## src/rtl/fp8_pkg.sv

```systemverilog
// Shared FP16 -> FP8 format constants, lane classes and the stage-1 lane record.
package fp8_pkg;

    localparam int unsigned FP16_BIAS = 15;
    localparam int unsigned E4M3_BIAS = 7;

    localparam logic [6:0] E4M3_MAX = 7'h7E;
    localparam logic [6:0] E4M3_NAN = 7'h7F;
    localparam logic [6:0] E5M2_MAX = 7'h7B;
    localparam logic [6:0] E5M2_INF = 7'h7C;
    localparam logic [6:0] E5M2_NAN = 7'h7E;

    typedef enum logic [2:0] {
        ClsZero,
        ClsSub,
        ClsNorm,
        ClsInf,
        ClsNan
    } lane_class_e;

    // body is {exponent, kept mantissa} pre-packed so rounding carries ripple into the exponent.
    typedef struct packed {
        logic        sign;
        lane_class_e cls;
        logic        e5m2;
        logic [7:0]  body;
        logic        guard;
        logic        rnd;
        logic        sticky;
    } s1_lane_t;

endpackage

```

## src/rtl/fp16_fp8_lane.sv

```systemverilog
// One FP16 -> FP8 lane: stage 1 classifies and aligns, stage 2 rounds (RNE), clamps and packs.
module fp16_fp8_lane
    import fp8_pkg::*;
(
    input  logic        clk,
    input  logic        rst,
    input  logic        ld1_i,
    input  logic        ld2_i,
    input  logic [15:0] fp16_i,
    input  logic        e5m2_i,
    output logic [7:0]  fp8_o,
    output logic        sat_o
);

    localparam logic [4:0] E4M3_EXP_OFS = 5'(FP16_BIAS - E4M3_BIAS);

    logic [4:0]  exp16;
    logic [9:0]  man16;
    logic [10:0] sig;
    logic        e4_norm;
    logic [3:0]  shamt;
    logic [18:0] shr;
    s1_lane_t    s1_d, s1_q;

    logic        inc;
    logic [7:0]  sum;
    logic [7:0]  fp8_d, fp8_q;
    logic        sat_d, sat_q;

    always_comb begin
        exp16   = fp16_i[14:10];
        man16   = fp16_i[9:0];
        sig     = {exp16 != 5'd0, man16};
        e4_norm = exp16 > E4M3_EXP_OFS;

        s1_d      = '0;
        s1_d.sign = fp16_i[15];
        s1_d.e5m2 = e5m2_i;
        if (exp16 == 5'd0) begin
            s1_d.cls = (man16 == 10'd0) ? ClsZero : ClsSub;
        end else if (exp16 == 5'h1F) begin
            s1_d.cls = (man16 == 10'd0) ? ClsInf : ClsNan;
        end else begin
            s1_d.cls = ClsNorm;
        end

        // E4M3 subnormal results: one subnormal ulp is 2^-9, so the code is sig >> (16 - exp).
        if (e5m2_i) begin
            shamt = 4'd8;
        end else if (e4_norm) begin
            shamt = 4'd7;
        end else begin
            shamt = 4'(5'd16 - exp16);
        end
        shr = 19'({sig, 16'h0000} >> shamt);

        if (e5m2_i) begin
            s1_d.body = {1'b0, exp16, shr[17:16]};
        end else if (e4_norm) begin
            s1_d.body = {exp16 - E4M3_EXP_OFS, shr[18:16]};
        end else begin
            s1_d.body = {5'd0, shr[18:16]};
        end
        s1_d.guard  = shr[15];
        s1_d.rnd    = shr[14];
        s1_d.sticky = |shr[13:0];
    end

    always_ff @(posedge clk or posedge rst) begin
        if (rst) begin
            s1_q <= '0;
        end else if (ld1_i) begin
            s1_q <= s1_d;
        end
    end

    always_comb begin
        inc   = s1_q.guard & (s1_q.rnd | s1_q.sticky | s1_q.body[0]);
        sum   = s1_q.body + {7'd0, inc};
        fp8_d = {s1_q.sign, 7'h00};
        sat_d = 1'b0;
        if (s1_q.e5m2) begin
            case (s1_q.cls)
                ClsNan:  fp8_d[6:0] = E5M2_NAN;
                ClsInf:  fp8_d[6:0] = E5M2_INF;
                ClsZero: fp8_d[6:0] = 7'h00;
                default: begin
                    if (sum >= {1'b0, E5M2_INF}) begin
                        fp8_d[6:0] = E5M2_MAX;
                        sat_d      = 1'b1;
                    end else begin
                        fp8_d[6:0] = sum[6:0];
                    end
                end
            endcase
        end else begin
            case (s1_q.cls)
                ClsNan: fp8_d[6:0] = E4M3_NAN;
                ClsInf: begin
                    fp8_d[6:0] = E4M3_MAX;
                    sat_d      = 1'b1;
                end
                ClsNorm: begin
                    if (sum > {1'b0, E4M3_MAX}) begin
                        fp8_d[6:0] = E4M3_MAX;
                        sat_d      = 1'b1;
                    end else begin
                        fp8_d[6:0] = sum[6:0];
                    end
                end
                default: fp8_d[6:0] = 7'h00;
            endcase
        end
    end

    always_ff @(posedge clk or posedge rst) begin
        if (rst) begin
            fp8_q <= 8'h00;
            sat_q <= 1'b0;
        end else if (ld2_i) begin
            fp8_q <= fp8_d;
            sat_q <= sat_d;
        end
    end

    assign fp8_o = fp8_q;
    assign sat_o = sat_q;

endmodule

```

## src/rtl/fp16_fp8_requant_pipe.sv

```systemverilog
// Six-lane FP16 -> FP8 requantiser: 2-stage valid/ready pipeline plus saturation-event counter.
module fp16_fp8_requant_pipe #(
    parameter int unsigned LANES = 6,
    parameter int unsigned CNT_W = 16
) (
    input  logic                 clk,
    input  logic                 rst,
    input  logic                 in_valid,
    output logic                 in_ready,
    input  logic [16*LANES-1:0]  in_data,
    input  logic                 e5m2mode,
    output logic                 out_valid,
    input  logic                 out_ready,
    output logic [8*LANES-1:0]   out_data,
    output logic [CNT_W-1:0]     sat_count,
    input  logic                 sat_clear
);

    logic             s1_valid_q, s2_valid_q;
    logic             adv1, adv2, ld1, ld2;
    logic [LANES-1:0] lane_sat;
    logic [CNT_W:0]   sat_pop, cnt_sum;
    logic [CNT_W-1:0] cnt_d, cnt_q;

    assign adv2      = ~s2_valid_q | out_ready;
    assign adv1      = ~s1_valid_q | adv2;
    assign in_ready  = adv1;
    assign ld1       = adv1 & in_valid;
    assign ld2       = adv2 & s1_valid_q;
    assign out_valid = s2_valid_q;

    always_ff @(posedge clk or posedge rst) begin
        if (rst) begin
            s1_valid_q <= 1'b0;
            s2_valid_q <= 1'b0;
        end else begin
            if (adv1) s1_valid_q <= in_valid;
            if (adv2) s2_valid_q <= s1_valid_q;
        end
    end

    for (genvar g = 0; g < LANES; g++) begin : g_lane
        fp16_fp8_lane u_lane (
            .clk    (clk),
            .rst    (rst),
            .ld1_i  (ld1),
            .ld2_i  (ld2),
            .fp16_i (in_data[16*g +: 16]),
            .e5m2_i (e5m2mode),
            .fp8_o  (out_data[8*g +: 8]),
            .sat_o  (lane_sat[g])
        );
    end

    always_comb begin
        sat_pop = '0;
        for (int i = 0; i < LANES; i++) begin
            sat_pop = sat_pop + {{CNT_W{1'b0}}, lane_sat[i]};
        end
        cnt_sum = {1'b0, cnt_q} + sat_pop;
        cnt_d   = cnt_q;
        if (sat_clear) begin
            cnt_d = '0;
        end else if (out_valid && out_ready) begin
            cnt_d = cnt_sum[CNT_W] ? '1 : cnt_sum[CNT_W-1:0];
        end
    end

    always_ff @(posedge clk or posedge rst) begin
        if (rst) begin
            cnt_q <= '0;
        end else begin
            cnt_q <= cnt_d;
        end
    end

    assign sat_count = cnt_q;

endmodule

```

## config.mk

```make
export PLATFORM = sky130hd
export DESIGN_NAME = fp16_fp8_requant_pipe
export DESIGN_NICKNAME = d
export VERILOG_FILES = /design/src/rtl/fp8_pkg.sv /design/src/rtl/fp16_fp8_lane.sv /design/src/rtl/fp16_fp8_requant_pipe.sv
export SDC_FILE = /design/constraint.sdc
export NUM_CORES = 1
export LEC_CHECK = 0
export CORE_MARGIN = 5
export CORE_UTILIZATION = 52
export DETAILED_ROUTE_END_ITERATION = 16
export GPL_TIMING_DRIVEN = 0
export HOLD_SLACK_MARGIN = 0.02
export PLACE_DENSITY = 0.79
export SKIP_CTS_REPAIR_TIMING = 1
export SLEW_MARGIN = 20
export SYNTH_ARGS = -nofsm -noshare
export SYNTH_HDL_FRONTEND = slang
export SYNTH_SLANG_ARGS = --single-unit
export TNS_END_PERCENT = 50
```

## constraint.sdc

```tcl
create_clock -name clk -period 5.41 [get_ports clk]
set_input_delay 0.8115 -clock clk [delete_from_list [all_inputs] [get_ports clk]]
set_output_delay 0.8115 -clock clk [all_outputs]
set_load 0.05 [all_outputs]
```

Word level (Yosys, flattened, before mapping)
Cells that the tools add are included.
Widths: inputs -> output; s select.
- register bits after elaboration: 163
- input port bits: 102
- logic and storage cells: 297
- $lt $le $gt $ge: 18
- reductions and logical operators: 38
- bitwise gates (word level): 24
- eq/ne operators: 24
- add/subtract/negate cells: 24
- muxes and demuxes: 111
- shift-type cells: 6
- operators by type and width (cell ; count):
    $pmux 7 s3 ; 12
    $shr 27x4->19 ; 6
    $mux 7 ; 18
    $mux 8 ; 12
    $reduce_or 14->1 ; 6
    $logic_not 10->1 ; 6
    $mux 3 ; 18
    $add 8x1->8 ; 6
    $ge 8x7->1 const B ; 6
    $gt 8x7->1 const B ; 6
    $mux 16 ; 3
    $mux 4 ; 12
    $eq 3x2->1 const B ; 12
    $eq 5x5->1 const B ; 6
    $gt 5x4->1 const B ; 6
    $logic_not 5->1 ; 6
    $mux 1 ; 30
    $reduce_bool 5->1 ; 6
    $sub 5x4->5 const B ; 6
    $sub 1x4->4 const A ; 6
    $eq 3x3->1 const B ; 6
    $logic_not 3->1 ; 6
    $reduce_or 3->1 ; 6
    $add 16x6->17 ; 1
    other kinds (11) ; 37

Logic depth before layout (Yosys ltp)
Gate-level depths: netlist (run 1).
- depth in word-level cells: 9
- depth in mapped cells: 14
- mapped depth without buffers: 13

Cells and area by module
Synthesis (run 1) repeated with hierarchy kept, for this count alone.
- cells, all modules: 1715
- area total of the unflattened synthesis: 14357.5 um2
- modules (own cells, without submodules) (module ; sequential area each (um2) ; instances ; cells each ; area each (um2)):
    fp16_fp8_lane ; 625.6 ; 6 ; 266 ; 2200.9
    fp16_fp8_requant_pipe ; 450.4 ; 1 ; 119 ; 1152.4

Least setup slack after synthesis (run 1)
OpenSTA, ideal clock, no wires.
- path type: reg-to-reg
- start point: reg cnt_q[0], in the netlist sat_count[0]
- end point: reg cnt_q[7], in the netlist sat_count[7]
- slack: 1724 ps
- period minus slack after synthesis: 3686 ps
- arrival time: 3587 ps
- setup time: 99 ps
- path buffers: 1
- required time: 5311 ps
- cell stages (with the launch flop): 14
- cells stage by stage: dfrtp_1 -> fa_1 -> inv_1 -> fa_1 -> fa_1 -> inv_1 -> fa_1 -> a21oi_1 -> nor2_1 -> nand3_1 -> or3_1 -> clkbuf_1 -> and3_1 -> a311oi_1
- cells in the longest elaborated chain, start to end: 4
- RTL lines (what ; line ; source):
    start: declaration ; fp16_fp8_requant_pipe.sv:23 ; logic [CNT_W-1:0] cnt_d, cnt_q;
    start signal: assignment ; fp16_fp8_requant_pipe.sv:73 ; cnt_q <= cnt_d;
    $add 16x6->17 ; fp16_fp8_requant_pipe.sv:60 ; cnt_sum = {1'b0, cnt_q} + sat_pop;
    $mux 16 ; fp16_fp8_requant_pipe.sv:65 ; cnt_d = cnt_sum[CNT_W] ? '1 : cnt_sum[CNT_W-1:0];
    $mux 16 ; fp16_fp8_requant_pipe.sv:64 ; end else if (out_valid && out_ready) begin
    $mux 16 ; fp16_fp8_requant_pipe.sv:62 ; if (sat_clear) begin
Every way passes these cells. The select of a mux whose other input is x is not followed.
A chain may end at the register's enable or synchronous reset.

Worst setup path in the final report (run 1)
- start point: in in_data[10]
- end point: reg g_lane[0].u_lane.s1_q[1] (netlist bit)
- cells in the longest elaborated chain, start to end: 4
- RTL lines (what ; line ; source):
    start: declaration ; fp16_fp8_requant_pipe.sv:10 ; input logic [16*LANES-1:0] in_data,
    $sub 1x4->4 or $gt 5x4->1 (tied branches) ; fp16_fp8_lane.sv:53, fp16_fp8_lane.sv:34 ;
    $mux 4 ; fp16_fp8_lane.sv:50 ; end else if (e4_norm) begin
    $mux 4 ; fp16_fp8_lane.sv:48 ; if (e5m2_i) begin
    $shr 27x4->19 * ; fp16_fp8_lane.sv:55 ; shr = 19'({sig, 16'h0000} >> shamt);
    end signal: assignment ; fp16_fp8_lane.sv:71 ; s1_q <= '0;
    end signal: assignment ; fp16_fp8_lane.sv:73 ; s1_q <= s1_d;
    end: declaration ; fp16_fp8_lane.sv:23 ; s1_lane_t s1_d, s1_q;
Mark *: on every way between the ends. The rest lies on a longest branch, timed or not.

==> flow_metrics.py, run 1 <==
metrics = {
    "synthesis": {
        "synthXorXnorAreaFrac_pct": 3.08,
        "syn_nets": 1768,
        "synth_compound_area_share_pct": 26.3,
        "synth.avg_cell_area_sq_um": 8.15,
        "synth_cell_types": 93,
        "synthMuxAreaShare_pct": 10.8,
        "synth_top_family_by_area": "compound AO/OA/AOI/OAI gates",
        "ys_seq_area_share_pct": 30.5,
        "synth-edff-count": 0,
        "synth_fa_ha_area_share_pct": 2.56,
        "ys.flop_type": "dfrtp_1",
        "synth-warning-count": 0,
        "synthCells": 1641,
        "syn_area_sq_um": 13400,
        "async_reset_ff_share_pct": 100,
        "ys_seq_elements": 163,
        "synthSimpleGateAreaFrac_pct": 21.8,
    },
    "sta": {
        "finalSetupViolations": 0,
        "rsz0062_at_grt": "no",
        "slew_headroom_pct": 40.0,
        "period_needed_ps": 3740,
        "slew_viol_final": 0,
        "post-route-period-util_pct": 69.1,
        "worst-slew-pin-transition_ps": 893,
        "fmax_mhz": 268,
        "timing.final.ws_setup_ps": 1670,
        "fin_setup_tns_ps": 0,
        "holdWs_ps": 475,
        "clock_skew_ps": 11.7,
        "final_hold_viol_count": 0,
    },
    "setup_path": {
        "reg2reg_slack_ps": 1690,
        "critPathMaxFanout": 10,
        "path_buf_inv": 5,
        "cp_top_family": "buffers and inverters",
        "worst_ep_required_time_ps": 5730,
        "critPathKind": "in -> reg",
        "arrival_ps": 4050,
        "slowest_stage": "mux4_2",
        "r2r_cells": 13,
        "r2r-end": "sat_count[7]",
        "path_cells": "clkdlybuf4s50_1 > clkbuf_1 > inv_1 > ha_1 > buf_2 > o21bai_1 > o21ai_2 > buf_4 > mux2i_2 > mux2i_1 > mux4_2 > mux2_2",
        "r2r-start": "sat_count[0]",
        "slowest_delay_ps": 510,
        "worstSetupStartpoint": "in_data[10]",
        "start_kind": "input pin",
        "critical_path.endpoint_type": "register",
    },
    "global_routing": {
        "grt_pass1_vias": 13000,
        "overflow": 0,
        "grt_max_degree": 91,
        "grt_pass1_wl_mm": 73.3,
        "grt_usage_pct": 31.5,
        "antenna_found_initial": 1,
    },
    "power_and_ir_drop": {
        "ir_worst_vdd_mv": 0.251,
        "power.density_nw_per_um2": 309,
        "power.total_mw": 4.94,
        "cellLeakagePower_nw": 6.46,
    },
    "cts": {
        "cts_tree": "done",
        "clock_path_buffers": 2,
        "htree_levels": 4,
        "cts_buffers": 17,
        "root_buffer": "clkbuf_16",
        "clkSinkCount": 163,
        "insertion_delay_ps": 430,
        "clk_pin_slew_ps": 70,
    },
    "hold_path": {
        "min_to": "g_lane[5].u_lane.fp8_o[7]",
        "min-delay-start": "g_lane[5].u_lane.fp8_o[7]",
        "hp-class": "reg -> reg",
        "min_path_cells": 2,
    },
    "detailed_routing": {
        "wl_met1_mm": 20.4,
        "wl_per_cell_microns": 21.4,
        "wl_met2_mm": 20.6,
        "wl_met3_mm": 4.21,
        "drt_first_pass_iters": 6,
        "drc": 0,
        "postRouteAntennaNets": 0,
        "top_layer_used": "met4",
        "via_count": 14100,
        "wl_mm": 46.3,
        "drtIter0Drc": 1613,
        "post_drt_via_cell_ratio": 6.52,
    },
    "floorplanning": {
        "initial_core_util_pct": 52.9,
        "fp-row-count": 58,
        "dieArea_sq_um": 29000,
        "die_h_microns": 170,
        "io_pins": 168,
        "die_x_microns": 170,
        "core_sq_um": 25300,
    },
    "placement": {
        "dp_cells": 2129,
        "place_ws_ps": 1270,
        "post_dp_cell_area_sq_um": 15400,
        "numPortBuffers": 157,
        "place_congestion": 0.963,
        "dp_hpwl_mm": 35.3,
    },
    "final_layout": {
        "syn_to_final_growth_pct": 19.7,
        "final_nets": 1945,
        "final_util_pct": 63.4,
        "mostFrequentLayoutCell": "nand2_1",
        "seq_area_sq_um": 4080,
        "final-instance-count-excl-fill": 2162,
        "final_cell_area_sq_um": 16000,
        "multiInputGateArea_sq_um": 8630,
        "final_cell_mix": "nand2_1, dfrtp_1, clkdlybuf4s50_1",
        "fillCellCount": 2205,
        "drive_gt1_share_pct": 6.83,
    },
    "outcome": {
        "outcome": "completed",
    },
    "flow_run": {
        "cap_violations": 0,
    },
}
[flip-flops by register name, indices dropped and copies added, names as in the netlist]
register             count
s1_valid_q               1
g_lane.u_lane.s1_q      85
g_lane.u_lane.sat_o      6
sat_count               16
g_lane.u_lane.fp8_d      6
out_valid                1
g_lane.u_lane.fp8_o     48
[worst min-delay path, stage by stage, from the launching register on]
cell and delay, ps:
dfrtp_1 340, nand2_1 50, nand2_1 50
[cells by family (layout without fill, tap and decap cells)]
kind of cell    Yosys count  after routing
compound gates          510            510
xor+xnor                 47             47
fa+ha+maj                25             25
buf+inv                 157            347
flops                   163            163
mux                     133            133
other cells               0              1
simple gates            606            606
[how the worst max path moves through the flow]
stage,end,slack (ps),cells past startpoint
after floorplan,g_lane[0].u_lane.fp8_d[7],190,1
after global placement,g_lane[4].u_lane.s1_q[0],-2100,2
after detailed placement,g_lane[0].u_lane.s1_q[1],1270,12
after CTS,sat_count[7],1690,13
after global routing,sat_count[7],1480,13
final,g_lane[0].u_lane.s1_q[1],1670,12
[cell type report]
type	count	share of cell area (%)
inverter	55	1.34
buffer	102	2.81
tap	330	2.58
antenna	1	0.0156
clock inverter	12	1.13
clock buffer	20	2.73
multi-input combinational	1321	53.9
sequential	163	25.5
timing repair buffer	158	9.99
[cell usage after synthesis, types with 10 or more instances]
master | number | share of area (%)
o21ai_1 | 14 | 0.52
and2_1 | 16 | 0.75
o22a_1 | 31 | 2.0
nor2b_1 | 25 | 1.2
nand2_1 | 203 | 5.7
xor2_1 | 13 | 0.85
and3_1 | 14 | 0.66
ha_1 | 21 | 2.0
inv_1 | 54 | 1.5
nor2_1 | 131 | 3.7
nand3_1 | 59 | 2.2
dfrtp_1 | 163 | 31
nand4_1 | 17 | 0.80
o21ai_0 | 90 | 3.4
o21a_1 | 14 | 0.79
o211ai_1 | 11 | 0.62
buf_2 | 25 | 0.94
mux2i_1 | 98 | 7.3
mux2_2 | 23 | 1.9
nor3_1 | 51 | 1.9
o22ai_1 | 27 | 1.3
nor4_1 | 13 | 0.61
nand2b_1 | 29 | 1.4
o32ai_1 | 10 | 0.66
a211oi_1 | 20 | 1.1
o31ai_1 | 21 | 1.2
a31oi_1 | 34 | 1.6
clkbuf_1 | 63 | 1.8
a21oi_1 | 104 | 3.9
xnor2_1 | 34 | 2.2
[power by group]
group	leakage [nW]	switching, mW	total (mW)	internal [mW]
clock network	0.287	0.529	1.30	0.775
registers	2.00	0.192	1.61	1.42
logic	4.18	1.27	2.03	0.754
total	6.46	1.99	4.94	2.95
[layer usage]
metal,GRT usage (%),up-vias
li1,-,6475
met1,45.9,6799
met2,48.0,753
met3,5.20,73
met4,9.65,0
met5,0,-
Note: power is estimated with default switching activity, not from simulation.
==> inputs of run 2 (changes only) <==
Clock period 5.41 ns to 3.1 ns, I/O delays scaled along.
==> flow_metrics.py, run 2 (synthesis gave the netlist of run 1 again) <==
metrics = {
    "outcome": {
        "outcome": "complete, but fails checks",
        "failed_checks": "negative setup slack",
    },
    "detailed_routing": {
        "drt_first_pass_iters": 8,
        "wl_met3_mm": 4.10,
        "via_count": 14100,
        "drtIter0Drc": 1474,
        "wl_per_cell_microns": 21.8,
        "postRouteAntennaNets": 0,
        "drc": 0,
        "wl_met2_mm": 21.2,
        "wl_mm": 47.5,
        "post_drt_via_cell_ratio": 6.49,
        "wl_met1_mm": 21.0,
        "top_layer_used": "met4",
    },
    "final_layout": {
        "final_nets": 1958,
        "final_util_pct": 64.7,
        "mostFrequentLayoutCell": "nand2_1",
        "syn_to_final_growth_pct": 22.2,
        "seq_area_sq_um": 4080,
        "diodes": 0,
        "final_cell_area_sq_um": 16300,
        "max_flop_register": "g_lane.u_lane.s1_q",
        "multiInputGateArea_sq_um": 8780,
        "largest_reg_flops": 85,
        "drive_gt1_share_pct": 9.49,
        "fillCellCount": 2168,
        "final_cell_mix": "nand2_1, dfrtp_1, clkdlybuf4s50_1",
    },
    "setup_path": {
        "r2r-start": "g_lane[2].u_lane.sat_o",
        "critPathKind": "reg -> reg",
        "start_kind": "register",
        "arrival_ps": 3810,
        "r2r_cells": 14,
        "r2r-end": "sat_count[5]",
        "worst_ep_required_time_ps": 3440,
        "critical_path.endpoint_type": "register",
        "worstSetupStartpoint": "g_lane[2].u_lane.sat_o",
        "reg2reg_slack_ps": -370,
        "critPathMaxFanout": 6,
    },
    "hold_path": {
        "min_to": "g_lane[2].u_lane.s1_q[9]",
        "min-delay-start": "in_data[46]",
        "hp-class": "in -> reg",
        "min_path_cells": 3,
    },
    "cts": {
        "clkSinkCount": 163,
        "cts_buffers": 17,
        "clk_pin_slew_ps": 70,
        "insertion_delay_ps": 430,
        "clock_path_buffers": 2,
        "htree_levels": 4,
        "root_buffer": "clkbuf_16",
        "cts_tree": "done",
    },
    "floorplanning": {
        "dieArea_sq_um": 29000,
        "core_sq_um": 25300,
        "fp-row-count": 58,
        "initial_core_util_pct": 52.9,
        "io_pins": 168,
        "die_h_microns": 170,
        "die_x_microns": 170,
    },
    "sta": {
        "rsz0062_at_grt": "yes",
        "period_needed_ps": 3470,
        "timing.final.ws_setup_ps": -368,
        "post-route-period-util_pct": 112,
        "worst-slew-pin-transition_ps": 989,
        "fmax_mhz": 288,
        "finalSetupViolations": 16,
        "final_hold_viol_count": 0,
        "clock_skew_ps": 8.68,
        "slew_viol_final": 0,
        "slew_headroom_pct": 33.6,
        "holdWs_ps": 430,
    },
    "global_routing": {
        "antenna_found_initial": 0,
        "grt_usage_pct": 31.8,
        "grt_pass1_vias": 13100,
        "grt_pass1_wl_mm": 74.0,
        "overflow": 0,
        "grt_max_degree": 34,
    },
    "power_and_ir_drop": {
        "switching_share_pct": 41.4,
        "p_switching_mw": 3.59,
        "cellLeakagePower_nw": 6.64,
        "p_clk_share_pct": 25.3,
        "power.density_nw_per_um2": 531,
        "seqPwrFrac_pct": 32.4,
        "ir_worst_vdd_mv": 0.422,
        "p_int_mw": 5.08,
        "comb_power_share_pct": 42.3,
    },
    "placement": {
        "numPortBuffers": 157,
        "post_dp_cell_area_sq_um": 15500,
        "place_ws_ps": -732,
        "place_congestion": 0.951,
        "dp_hpwl_mm": 36.2,
    },
    "flow_run": {
        "cap_violations": 0,
    },
}
[run 2: cell count changes in the layout (fill, tap and decap cells not counted), sizes merged, moves of 3 or more]
| cell | previous run | this run |
|---|---|---|
| buf | 39 | 47 |
| inv | 56 | 61 |
| clkdlybuf4s50 | 157 | 154 |
| dlymetal6s2s | 0 | 3 |
[run 2: power groups by stage]
| stage | clock [mW] | combinational (mW) | sequential, mW |
|---|---|---|---|
| 6_report | 2.19 | 3.67 | 2.81 |
| 5_1_grt | 2.28 | 3.93 | 2.86 |
| 4_1_cts | 2.18 | 3.51 | 2.80 |
| 3_5_place_dp | 0 | 3.49 | 2.84 |
| 3_3_place_gp | 0 | 3.42 | 2.82 |
| 2_1_floorplan | 0 | 1.76 | 3.36 |
[run 2: layout make-up]
cell class	instances	area share (%)
Clock buffer	17	2.60
Clock inverter	15	1.04
Timing Repair Buffer	172	10.8
Tap cell	330	2.53
Inverter	55	1.29
Sequential cell	163	25.0
Multi-Input combinational cell	1321	53.8
Buffer	101	2.93
[run 2: through the flow]
| stage | setup TNS [ps] | cells | power (mW) |
|---|---|---|---|
| final | -4480 | 2174 | 8.68 |
| after global routing | -6280 | 2174 | 9.06 |
| after CTS | -9740 | 2165 | 8.49 |
| after detailed placement | -29610 | 2133 | 6.33 |
| after global placement | -158840 | 2128 | 6.24 |
| after floorplan | -5820 | 1641 | 5.12 |
[run 2: how the worst max path moves through the flow]
| stage | to | cells after the start |
|---|---|---|
| 5_1_grt | sat_count[13] | 15 |
| 6_report | sat_count[5] | 14 |
| 2_1_floorplan | sat_count[7] | 13 |
| 3_5_place_dp | g_lane[0].u_lane.s1_q[1] | 12 |
| 4_1_cts | sat_count[7] | 13 |
| 3_3_place_gp | g_lane[1].u_lane.fp8_o[3] | 2 |
[run 2: critical path: stages, from the launching register on]
cell and delay [ps]:
dfrtp_1 410, fa_1 560, inv_2 40, fa_1 480
fa_2 390, inv_2 80, fa_2 240, a21oi_4 80
nor2_2 120, nand3_2 120, or3_4 400, buf_6 160
o21ai_0 70, a21oi_1 80, nor3_1 170
[run 2: routing by layer]
metal / up-vias / track usage, %
li1: 6505 / -
met1: 6810 / 47.7
met2: 723 / 48.5
met3: 77 / 4.20
met4: 0 / 8.68
met5: - / 0
